### src/rtl/idu_pkg.sv
// Shared decode constants for the IDU immediate stage: opcode map, one-hot
// type bit positions and the default datapath width.
package idu_pkg;

    localparam int XLEN_DEFAULT = 64;
    localparam int TYPE_W       = 6;

    localparam logic [6:0] OPC_LOAD     = 7'b0000011;
    localparam logic [6:0] OPC_OP_IMM   = 7'b0010011;
    localparam logic [6:0] OPC_OP_IMM32 = 7'b0011011;
    localparam logic [6:0] OPC_JALR     = 7'b1100111;
    localparam logic [6:0] OPC_SYSTEM   = 7'b1110011;
    localparam logic [6:0] OPC_STORE    = 7'b0100011;
    localparam logic [6:0] OPC_BRANCH   = 7'b1100011;
    localparam logic [6:0] OPC_LUI      = 7'b0110111;
    localparam logic [6:0] OPC_AUIPC    = 7'b0010111;
    localparam logic [6:0] OPC_JAL      = 7'b1101111;
    localparam logic [6:0] OPC_OP       = 7'b0110011;
    localparam logic [6:0] OPC_OP32     = 7'b0111011;

    // Bit positions inside the one-hot {R,I,S,B,U,J} type vector
    localparam int T_R = 5;
    localparam int T_I = 4;
    localparam int T_S = 3;
    localparam int T_B = 2;
    localparam int T_U = 1;
    localparam int T_J = 0;

endpackage

### src/rtl/idu_imm_gen.sv
// Combinational opcode classifier and AND-OR immediate builder.
// With IDU_ILLEGAL_CHECK_EN defined it also flags malformed/unknown opcodes.
module idu_imm_gen
    import idu_pkg::*;
#(
    parameter int XLEN   = XLEN_DEFAULT,
    parameter int INST_W = 32
) (
    input  logic [INST_W-1:0] i_inst,
`ifdef IDU_ILLEGAL_CHECK_EN
    output logic              o_illegal,
`endif
    output logic [TYPE_W-1:0] o_type,
    output logic [XLEN-1:0]   o_imm
);

    logic [6:0]        w_opcode;
    logic [TYPE_W-1:0] w_type;
    logic [XLEN-1:0]   w_imm_i;
    logic [XLEN-1:0]   w_imm_s;
    logic [XLEN-1:0]   w_imm_b;
    logic [XLEN-1:0]   w_imm_u;
    logic [XLEN-1:0]   w_imm_j;

    assign w_opcode = i_inst[6:0];

    always_comb begin
        w_type      = '0;
        w_type[T_R] = (w_opcode == OPC_OP) || (w_opcode == OPC_OP32);
        w_type[T_I] = (w_opcode == OPC_LOAD) || (w_opcode == OPC_OP_IMM) ||
                      (w_opcode == OPC_OP_IMM32) || (w_opcode == OPC_JALR) ||
                      (w_opcode == OPC_SYSTEM);
        w_type[T_S] = (w_opcode == OPC_STORE);
        w_type[T_B] = (w_opcode == OPC_BRANCH);
        w_type[T_U] = (w_opcode == OPC_LUI) || (w_opcode == OPC_AUIPC);
        w_type[T_J] = (w_opcode == OPC_JAL);
    end

    assign w_imm_i = {{(XLEN-12){i_inst[31]}}, i_inst[31:20]};
    assign w_imm_s = {{(XLEN-12){i_inst[31]}}, i_inst[31:25], i_inst[11:7]};
    assign w_imm_b = {{(XLEN-13){i_inst[31]}}, i_inst[31], i_inst[7],
                      i_inst[30:25], i_inst[11:8], 1'b0};
    assign w_imm_u = {{(XLEN-32){i_inst[31]}}, i_inst[31:12], 12'b0};
    assign w_imm_j = {{(XLEN-21){i_inst[31]}}, i_inst[31], i_inst[19:12],
                      i_inst[20], i_inst[30:21], 1'b0};

    // Type is one-hot, so a flat AND-OR mux suffices; R and unknown yield zero
    assign o_imm = ({XLEN{w_type[T_I]}} & w_imm_i) |
                   ({XLEN{w_type[T_S]}} & w_imm_s) |
                   ({XLEN{w_type[T_B]}} & w_imm_b) |
                   ({XLEN{w_type[T_U]}} & w_imm_u) |
                   ({XLEN{w_type[T_J]}} & w_imm_j);

    assign o_type = w_type;

`ifdef IDU_ILLEGAL_CHECK_EN
    assign o_illegal = (i_inst[1:0] != 2'b11) || (w_type == '0);
`endif

endmodule

### src/rtl/idu_imm_stage.sv
// Decode stage: classifies and builds the immediate, then registers the entry
// behind a 2-entry skid buffer. IDU_ILLEGAL_CHECK_EN adds out_illegal.
module idu_imm_stage
    import idu_pkg::*;
#(
    parameter int XLEN   = XLEN_DEFAULT,
    parameter int INST_W = 32
) (
    input  logic              clk,
    input  logic              rst_n,
    input  logic              flush,
    input  logic              in_valid,
    output logic              in_ready,
    input  logic [INST_W-1:0] in_inst,
    input  logic [XLEN-1:0]   in_pc,
    output logic              out_valid,
    input  logic              out_ready,
    output logic [INST_W-1:0] out_inst,
    output logic [XLEN-1:0]   out_pc,
    output logic [TYPE_W-1:0] out_type,
`ifdef IDU_ILLEGAL_CHECK_EN
    output logic              out_illegal,
`endif
    output logic [XLEN-1:0]   out_imm
);

    logic [TYPE_W-1:0] w_dec_type;
    logic [XLEN-1:0]   w_dec_imm;
    logic              w_fire_in;
    logic              w_fire_out;
    logic              w_main_load;

    logic              r_main_valid;
    logic [INST_W-1:0] r_main_inst;
    logic [XLEN-1:0]   r_main_pc;
    logic [TYPE_W-1:0] r_main_type;
    logic [XLEN-1:0]   r_main_imm;

    logic              r_skid_valid;
    logic [INST_W-1:0] r_skid_inst;
    logic [XLEN-1:0]   r_skid_pc;
    logic [TYPE_W-1:0] r_skid_type;
    logic [XLEN-1:0]   r_skid_imm;

`ifdef IDU_ILLEGAL_CHECK_EN
    logic              w_dec_illegal;
    logic              r_main_illegal;
    logic              r_skid_illegal;
`endif

    idu_imm_gen #(
        .XLEN   (XLEN),
        .INST_W (INST_W)
    ) u_imm_gen (
        .i_inst    (in_inst),
`ifdef IDU_ILLEGAL_CHECK_EN
        .o_illegal (w_dec_illegal),
`endif
        .o_type    (w_dec_type),
        .o_imm     (w_dec_imm)
    );

    // in_ready depends only on the skid flag, never on out_ready
    assign w_fire_in   = in_valid & ~r_skid_valid;
    assign w_fire_out  = r_main_valid & out_ready;
    assign w_main_load = ~r_main_valid | w_fire_out;

    always_ff @(posedge clk or negedge rst_n) begin
        if (!rst_n) begin
            r_main_valid <= 1'b0;
            r_skid_valid <= 1'b0;
        end else if (flush) begin
            r_main_valid <= 1'b0;
            r_skid_valid <= 1'b0;
        end else if (w_main_load) begin
            if (r_skid_valid) begin
                r_main_valid <= 1'b1;
                r_skid_valid <= 1'b0;
            end else begin
                r_main_valid <= w_fire_in;
            end
        end else if (w_fire_in) begin
            r_skid_valid <= 1'b1;
        end
    end

    // Skid has priority when main refills so program order is kept
    always_ff @(posedge clk or negedge rst_n) begin
        if (!rst_n) begin
            r_main_inst <= '0;
            r_main_pc   <= '0;
            r_main_type <= '0;
            r_main_imm  <= '0;
        end else if (w_main_load && r_skid_valid) begin
            r_main_inst <= r_skid_inst;
            r_main_pc   <= r_skid_pc;
            r_main_type <= r_skid_type;
            r_main_imm  <= r_skid_imm;
        end else if (w_main_load && w_fire_in) begin
            r_main_inst <= in_inst;
            r_main_pc   <= in_pc;
            r_main_type <= w_dec_type;
            r_main_imm  <= w_dec_imm;
        end
    end

    always_ff @(posedge clk) begin
        if (!w_main_load && w_fire_in) begin
            r_skid_inst <= in_inst;
            r_skid_pc   <= in_pc;
            r_skid_type <= w_dec_type;
            r_skid_imm  <= w_dec_imm;
        end
    end

`ifdef IDU_ILLEGAL_CHECK_EN
    always_ff @(posedge clk or negedge rst_n) begin
        if (!rst_n) begin
            r_main_illegal <= 1'b0;
        end else if (w_main_load && r_skid_valid) begin
            r_main_illegal <= r_skid_illegal;
        end else if (w_main_load && w_fire_in) begin
            r_main_illegal <= w_dec_illegal;
        end
    end

    always_ff @(posedge clk) begin
        if (!w_main_load && w_fire_in) begin
            r_skid_illegal <= w_dec_illegal;
        end
    end

    assign out_illegal = r_main_illegal;
`endif

    assign in_ready  = ~r_skid_valid;
    assign out_valid = r_main_valid;
    assign out_inst  = r_main_inst;
    assign out_pc    = r_main_pc;
    assign out_type  = r_main_type;
    assign out_imm   = r_main_imm;

endmodule
### config.mk
export PLATFORM = sky130hd
export DESIGN_NAME = idu_imm_stage
export DESIGN_NICKNAME = d
export VERILOG_FILES = /design/src/rtl/idu_pkg.sv /design/src/rtl/idu_imm_gen.sv /design/src/rtl/idu_imm_stage.sv
export SDC_FILE = /design/constraint.sdc
export NUM_CORES = 1
export LEC_CHECK = 0
export BUFFER_PORTS_ARGS = -buffer_cell sky130_fd_sc_hd__buf_2
export CORE_MARGIN = 1.5
export CORE_UTILIZATION = 45
export CTS_CLUSTER_DIAMETER = 100
export DETAILED_ROUTE_END_ITERATION = 6
export PLACE_DENSITY = 0.73
export REMOVE_ABC_BUFFERS = 1
export SYNTH_ARGS = -nofsm -noshare
export SYNTH_HDL_FRONTEND = slang
export SYNTH_HIERARCHICAL = 1
export SYNTH_SLANG_ARGS = --single-unit
export TNS_END_PERCENT = 1
### constraint.sdc
create_clock -name clk -period 18.7 [get_ports clk]
set_clock_uncertainty 0.2 [all_clocks]
set_input_delay 0.935 -clock clk [delete_from_list [all_inputs] [get_ports clk]]
set_output_delay 0.935 -clock clk [all_outputs]
set_load 0.03 [all_outputs]
==> flow_summary.json, run 1 <==
{
  "grt_max_degree": 97,
  "synth-main-ff-cell": "dfrtp_1",
  "crit_required_ps": 17570,
  "io_buffers": 268,
  "yosys_warnings": 6,
  "clkLatencyLatePin_ps": 500,
  "synthSimpleGateAreaFrac": 0.0167,
  "placed_area_mm2": 0.0160,
  "syn_area_per_cell_um2": 17.8,
  "synth_top_family_by_area": "multiplexers",
  "grt_pass1_vias": 8114,
  "core_area_mm2": 0.0318,
  "critPathSlowestCell": "dfrtp_4",
  "critPathKind": "flop to output pin",
  "final_util": 0.540,
  "grt.total_usage": 0.172,
  "cpPeakStageDelay_ps": 970,
  "endpoint_kind": "output pin",
  "period_share": 0.250,
  "status": "finished, final reports clean",
  "clkSinkCount": 334,
  "ios": 269,
  "postLayoutCellArea_mm2": 0.0172,
  "die_y_um": 183,
  "synthMuxAreaShare": 0.289,
  "startpoint": "r_skid_valid",
  "firstDrtPassIters": 4,
  "cp-start-kind": "flop",
  "period_minus_slack_ps": 4670,
  "hold_violations": 0,
  "crit_arrival_ps": 3540,
  "relSlewSlack": 0.188,
  "seq_area_frac_synth": 0.628,
  "reg2reg_from": "r_skid_valid",
  "yosys.area.top_type": "edfxtp_1",
  "dpl.hpwl_mm": 17.7,
  "synth.distinct_cells": 38,
  "p_leak_nw": 7.57,
  "top_usage_layer": "met2",
  "reg2reg_setup_slack_ps": 15010,
  "post_cts_buffers": 0,
  "drive_above_1_share": 0.615,
  "fin_nets": 1167,
  "via_per_inst": 5.05,
  "r2r-end": "out_pc[10]",
  "synth-xor-area-share": 0.000599,
  "path_delay_family": "buffers and inverters",
  "ant_nets": 0,
  "dr_total_vias": 7715,
  "clockBufferDepth": 3,
  "setup_tns_ps": 0,
  "antenna_found_initial": 3,
  "endpoint": "in_ready",
  "crit_fanout": 62,
  "path_buf_inv": 4,
  "wirelength_mm": 28.9,
  "post-synth-top-area-fraction": 0.341,
  "cp_common_cell": "buf_4",
  "cts_buffers": 37,
  "fmaxAchievable_mhz": 214,
  "synth_compound_area_frac": 0.0211,
  "async_flop_share": 0.503,
  "synthAdderAreaFrac": 0,
  "worstMarginPinSlew_ps": 1220,
  "cap_violations": 0,
  "cp.depth": 4,
  "grt_overflow": 0,
  "use_met1": 0.229,
  "setup_viol": 0,
  "p_per_area_mw_per_mm2": 106,
  "syn-cell-area_mm2": 0.0146,
  "start_util": 0.460,
  "worst_ir_drop_vdd_mv": 0.0669,
  "drt-initial-drc-count": 387,
  "synth_edf_count": 166,
  "gp_congestion": 0.756,
  "hold_buffers": 0,
  "synth_area_leaders": "edfxtp_1 34%, dfrtp_1 29%, mux2_2 15%",
  "cts_tree": "done",
  "drc_errors": 0,
  "final_cell_mix": "267 x buf_2, 199 x mux2_2, 167 x dfrtp_1",
  "htreeDepth": 2,
  "post_cts_resized": 0,
  "met3_usage": 0.0463,
  "r2r_cells": 4,
  "final_common_cell": "buf_2",
  "crit_chain": "buf_4 -> buf_4 -> inv_1 -> buf_2",
  "wl_per_cell_um": 18.9,
  "cts_root_buf": "clkbuf_16",
  "rows": 65,
  "grt_first_pass_wirelength_mm": 45.7,
  "clkTransAtPathRegs_ps": 60,
  "maxSlewViolCount": 0,
  "fp.dieW_um": 183,
  "grt_util_met2": 0.276,
  "synthCells": 824,
  "dieArea_mm2": 0.0336,
  "yosys_register_bits": 334,
  "hold_path.class": "input port to asynchronous set/reset pin",
  "area_delta_synth_final_pct": 17.5,
  "grt_setup_unrepaired": "false"
}
==> cell families (layout without fill, tap and decap cells) <==
group,after synthesis,after routing
xor gates and xnor gates,1,1
DFF,334,334
other,0,1
AOI/OAI and AO/OA,39,39
buffers and inverters,78,346
and+or+nand+nor,40,40
muxes,332,332
==> cell type report <==
class / instances / area [µm²]
Antenna cell: 1 / 2.50
Clock buffer: 50 / 1040
Clock inverter: 15 / 158
Fill cell: 2609 / 14600
Inverter: 2 / 7.51
Multi-Input combinational cell: 412 / 4810
Sequential cell: 334 / 9190
Tap cell: 435 / 544
Timing Repair Buffer: 279 / 1430
==> how the worst min path moves through the flow <==
stage                  start     endpoint  slack (ps)  cells past startpoint
2_1_floorplan  r_skid_pc[34]   out_pc[34]         360                      2
3_3_place_gp      out_pc[44]   out_pc[44]         290                      1
3_5_place_dp     out_imm[59]  out_imm[59]         290                      1
4_1_cts          out_inst[0]  out_inst[0]         300                      1
5_1_grt          out_inst[0]  out_inst[0]         310                      1
6_report               rst_n    out_pc[5]         280                      1
==> cell usage after synthesis, types with 5 or more instances <==
cell type    n
mux2_2     199
dfrtp_1    168
edfxtp_1   166
mux2_4     130
buf_4       34
buf_6       30
a21o_1      12
nand2_1      9
a41o_1       8
and3_1       7
a21oi_1      6
buf_2        6
clkbuf_1     6
nor2_1       6
a22o_1       5
==> state kept, by name (all words and copies together), names as in the netlist <==
name / cells
r_skid_imm: 64
r_skid_type: 6
out_type: 6
out_pc: 64
r_skid_valid: 1
r_skid_inst: 32
out_imm: 64
out_valid: 1
out_inst: 32
r_skid_pc: 64
==> metrics by stage <==
stage	std cells	setup slack (ps)	power [mW]	hold WS, ps
after floorplan	748	1060	1.05	363
after global placement	1462	14470	1.12	285
after detailed placement	1462	14540	1.12	289
after CTS	1527	13990	1.84	304
after global routing	1528	13770	1.89	313
final	1528	14030	1.82	276
==> power by group <==
group          total (mW)  leakage [nW]  internal, mW  switching, mW
Combinational       0.259          3.45         0.103          0.155
Sequential          0.845          3.54         0.822         0.0234
Clock               0.713         0.578         0.430          0.283
==> per-layer routing <==
layer,part of all wire,vias up
met4,0.022,4
met1,0.45,3931
met3,0.061,55
li1,-,3532
met5,0.00059,-
met2,0.47,193
No activity file was read; power rests on OpenSTA's default activity.
==> inputs of run 2 (changes only) <==
- PLACE_DENSITY: 0.73 -> 0.75
- clock period: 18.7 -> 3.9 ns (I/O delays scaled with it)
==> flow_summary.json, run 2 (synthesis gave the netlist of run 1 again) <==
{
  "status": "finished, final reports clean",
  "grt.total_usage": 0.186,
  "cts_tree": "done",
  "p_per_area_mw_per_mm2": 480,
  "final_util": 0.572,
  "clkTransAtPathRegs_ps": 60,
  "reg2reg_setup_slack_ps": 1500,
  "clockBufferDepth": 3,
  "gp_congestion": 0.701,
  "r2r-end": "out_inst[26]",
  "final_cell_mix": "267 x buf_2, 199 x mux2_2, 167 x dfrtp_1",
  "worstMarginPinSlew_ps": 1130,
  "regArea_mm2": 0.00919,
  "setup_viol": 0,
  "start_util": 0.460,
  "antenna_cells": 0,
  "grt_overflow": 0,
  "endpoint_kind": "flop",
  "clkLatencyLatePin_ps": 500,
  "grt_max_degree": 123,
  "crit_required_ps": 4150,
  "multi_input_area_mm2": 0.00481,
  "final_common_cell": "buf_2",
  "fin_nets": 1268,
  "crit_fanout": 23,
  "grt_setup_unrepaired": "false",
  "wl_per_cell_um": 19.0,
  "topRoutingLayerUsed": "met4",
  "critPathKind": "input port to flop",
  "fp.dieW_um": 183,
  "cts_buffers": 37,
  "drc_errors": 0,
  "core_area_mm2": 0.0318,
  "dr_total_vias": 8265,
  "nFillCells": 2481,
  "startpoint": "in_inst[2]",
  "ant_nets": 0,
  "fmaxAchievable_mhz": 375,
  "instances_no_fill": 1629,
  "dpl.hpwl_mm": 17.9,
  "ios": 269,
  "post_cts_resized": 0,
  "dieArea_mm2": 0.0336,
  "crit_arrival_ps": 2920,
  "area_delta_synth_final_pct": 24.4,
  "wl_met3_mm": 1.74,
  "hold_violations": 0,
  "post_cts_buffers": 0,
  "grt_pass1_vias": 9064,
  "firstDrtPassIters": 4,
  "worst_ir_drop_vdd_mv": 0.377,
  "drt-initial-drc-count": 385,
  "whs_ps": 123,
  "p_leak_nw": 7.99,
  "clkSinkCount": 334,
  "antenna_found_initial": 0,
  "wl_met1_mm": 13.5,
  "endpoint": "out_imm[21]",
  "maxSlewViolCount": 0,
  "htreeDepth": 2,
  "drive_above_1_share": 0.559,
  "cp-start-kind": "input port",
  "cts_root_buf": "clkbuf_16",
  "die_y_um": 183,
  "period_minus_slack_ps": 2670,
  "cap_violations": 0,
  "total_power_mw": 8.73,
  "r2r_cells": 4,
  "via_per_inst": 5.07,
  "wl_met2_mm": 14.9,
  "io_buffers": 268,
  "relSlewSlack": 0.250,
  "placed_cells": 1462,
  "grt_first_pass_wirelength_mm": 49.5,
  "period_share": 0.684,
  "hold_path.class": "input port to asynchronous set/reset pin",
  "wirelength_mm": 30.9,
  "hold_buffers": 101,
  "reg2reg_from": "out_valid",
  "rows": 65,
  "setup_tns_ps": 0
}
run 2: routing by layer:
metal | up-vias | global-route usage
li1 | 3738 | -
met1 | 4252 | 0.239
met2 | 227 | 0.312
met3 | 48 | 0.0445
met4 | 0 | 0.0557
met5 | - | 0
run 2: layout make-up:
class / count / area share
well taps: 435 / 0.0299
clock inverters: 14 / 0.00839
inverters: 2 / 0.000413
multi-input cells: 412 / 0.264
clock buffers: 52 / 0.0545
flip-flops and latches: 334 / 0.505
repair buffers: 380 / 0.137
run 2: worst min path at each step:
stage / start / end / slack (ps)
final: rst_n / out_pc[22] / 120
after global routing: in_pc[9] / r_skid_pc[9] / 190
after CTS: rst_n / out_pc[22] / 180
after detailed placement: rst_n / out_pc[6] / 160
after global placement: rst_n / out_pc[7] / 170
after floorplan: rst_n / out_imm[0] / -300
run 2: per-stage QoR:
stage	cell area, µm²	setup slack (ps)
floorplan	14000	-13740
global placement	16000	1440
detailed placement	16000	1320
CTS	18200	1300
global route	18200	1160
finish	18200	1230
run 2: critical path: stages:
cell           delay [ps]
dlygate4sd3_1         540
buf_2                 280
nor4b_4               340
a31oi_2               130
a21oi_1               920
a21o_1                190
mux2_2                160
mux2_4                130
run 2: report_power, final:
group	leakage [nW]	internal (mW)	switching, mW
combinational	3.89	0.567	0.776
sequential	3.54	3.94	0.112
clock	0.558	1.98	1.36
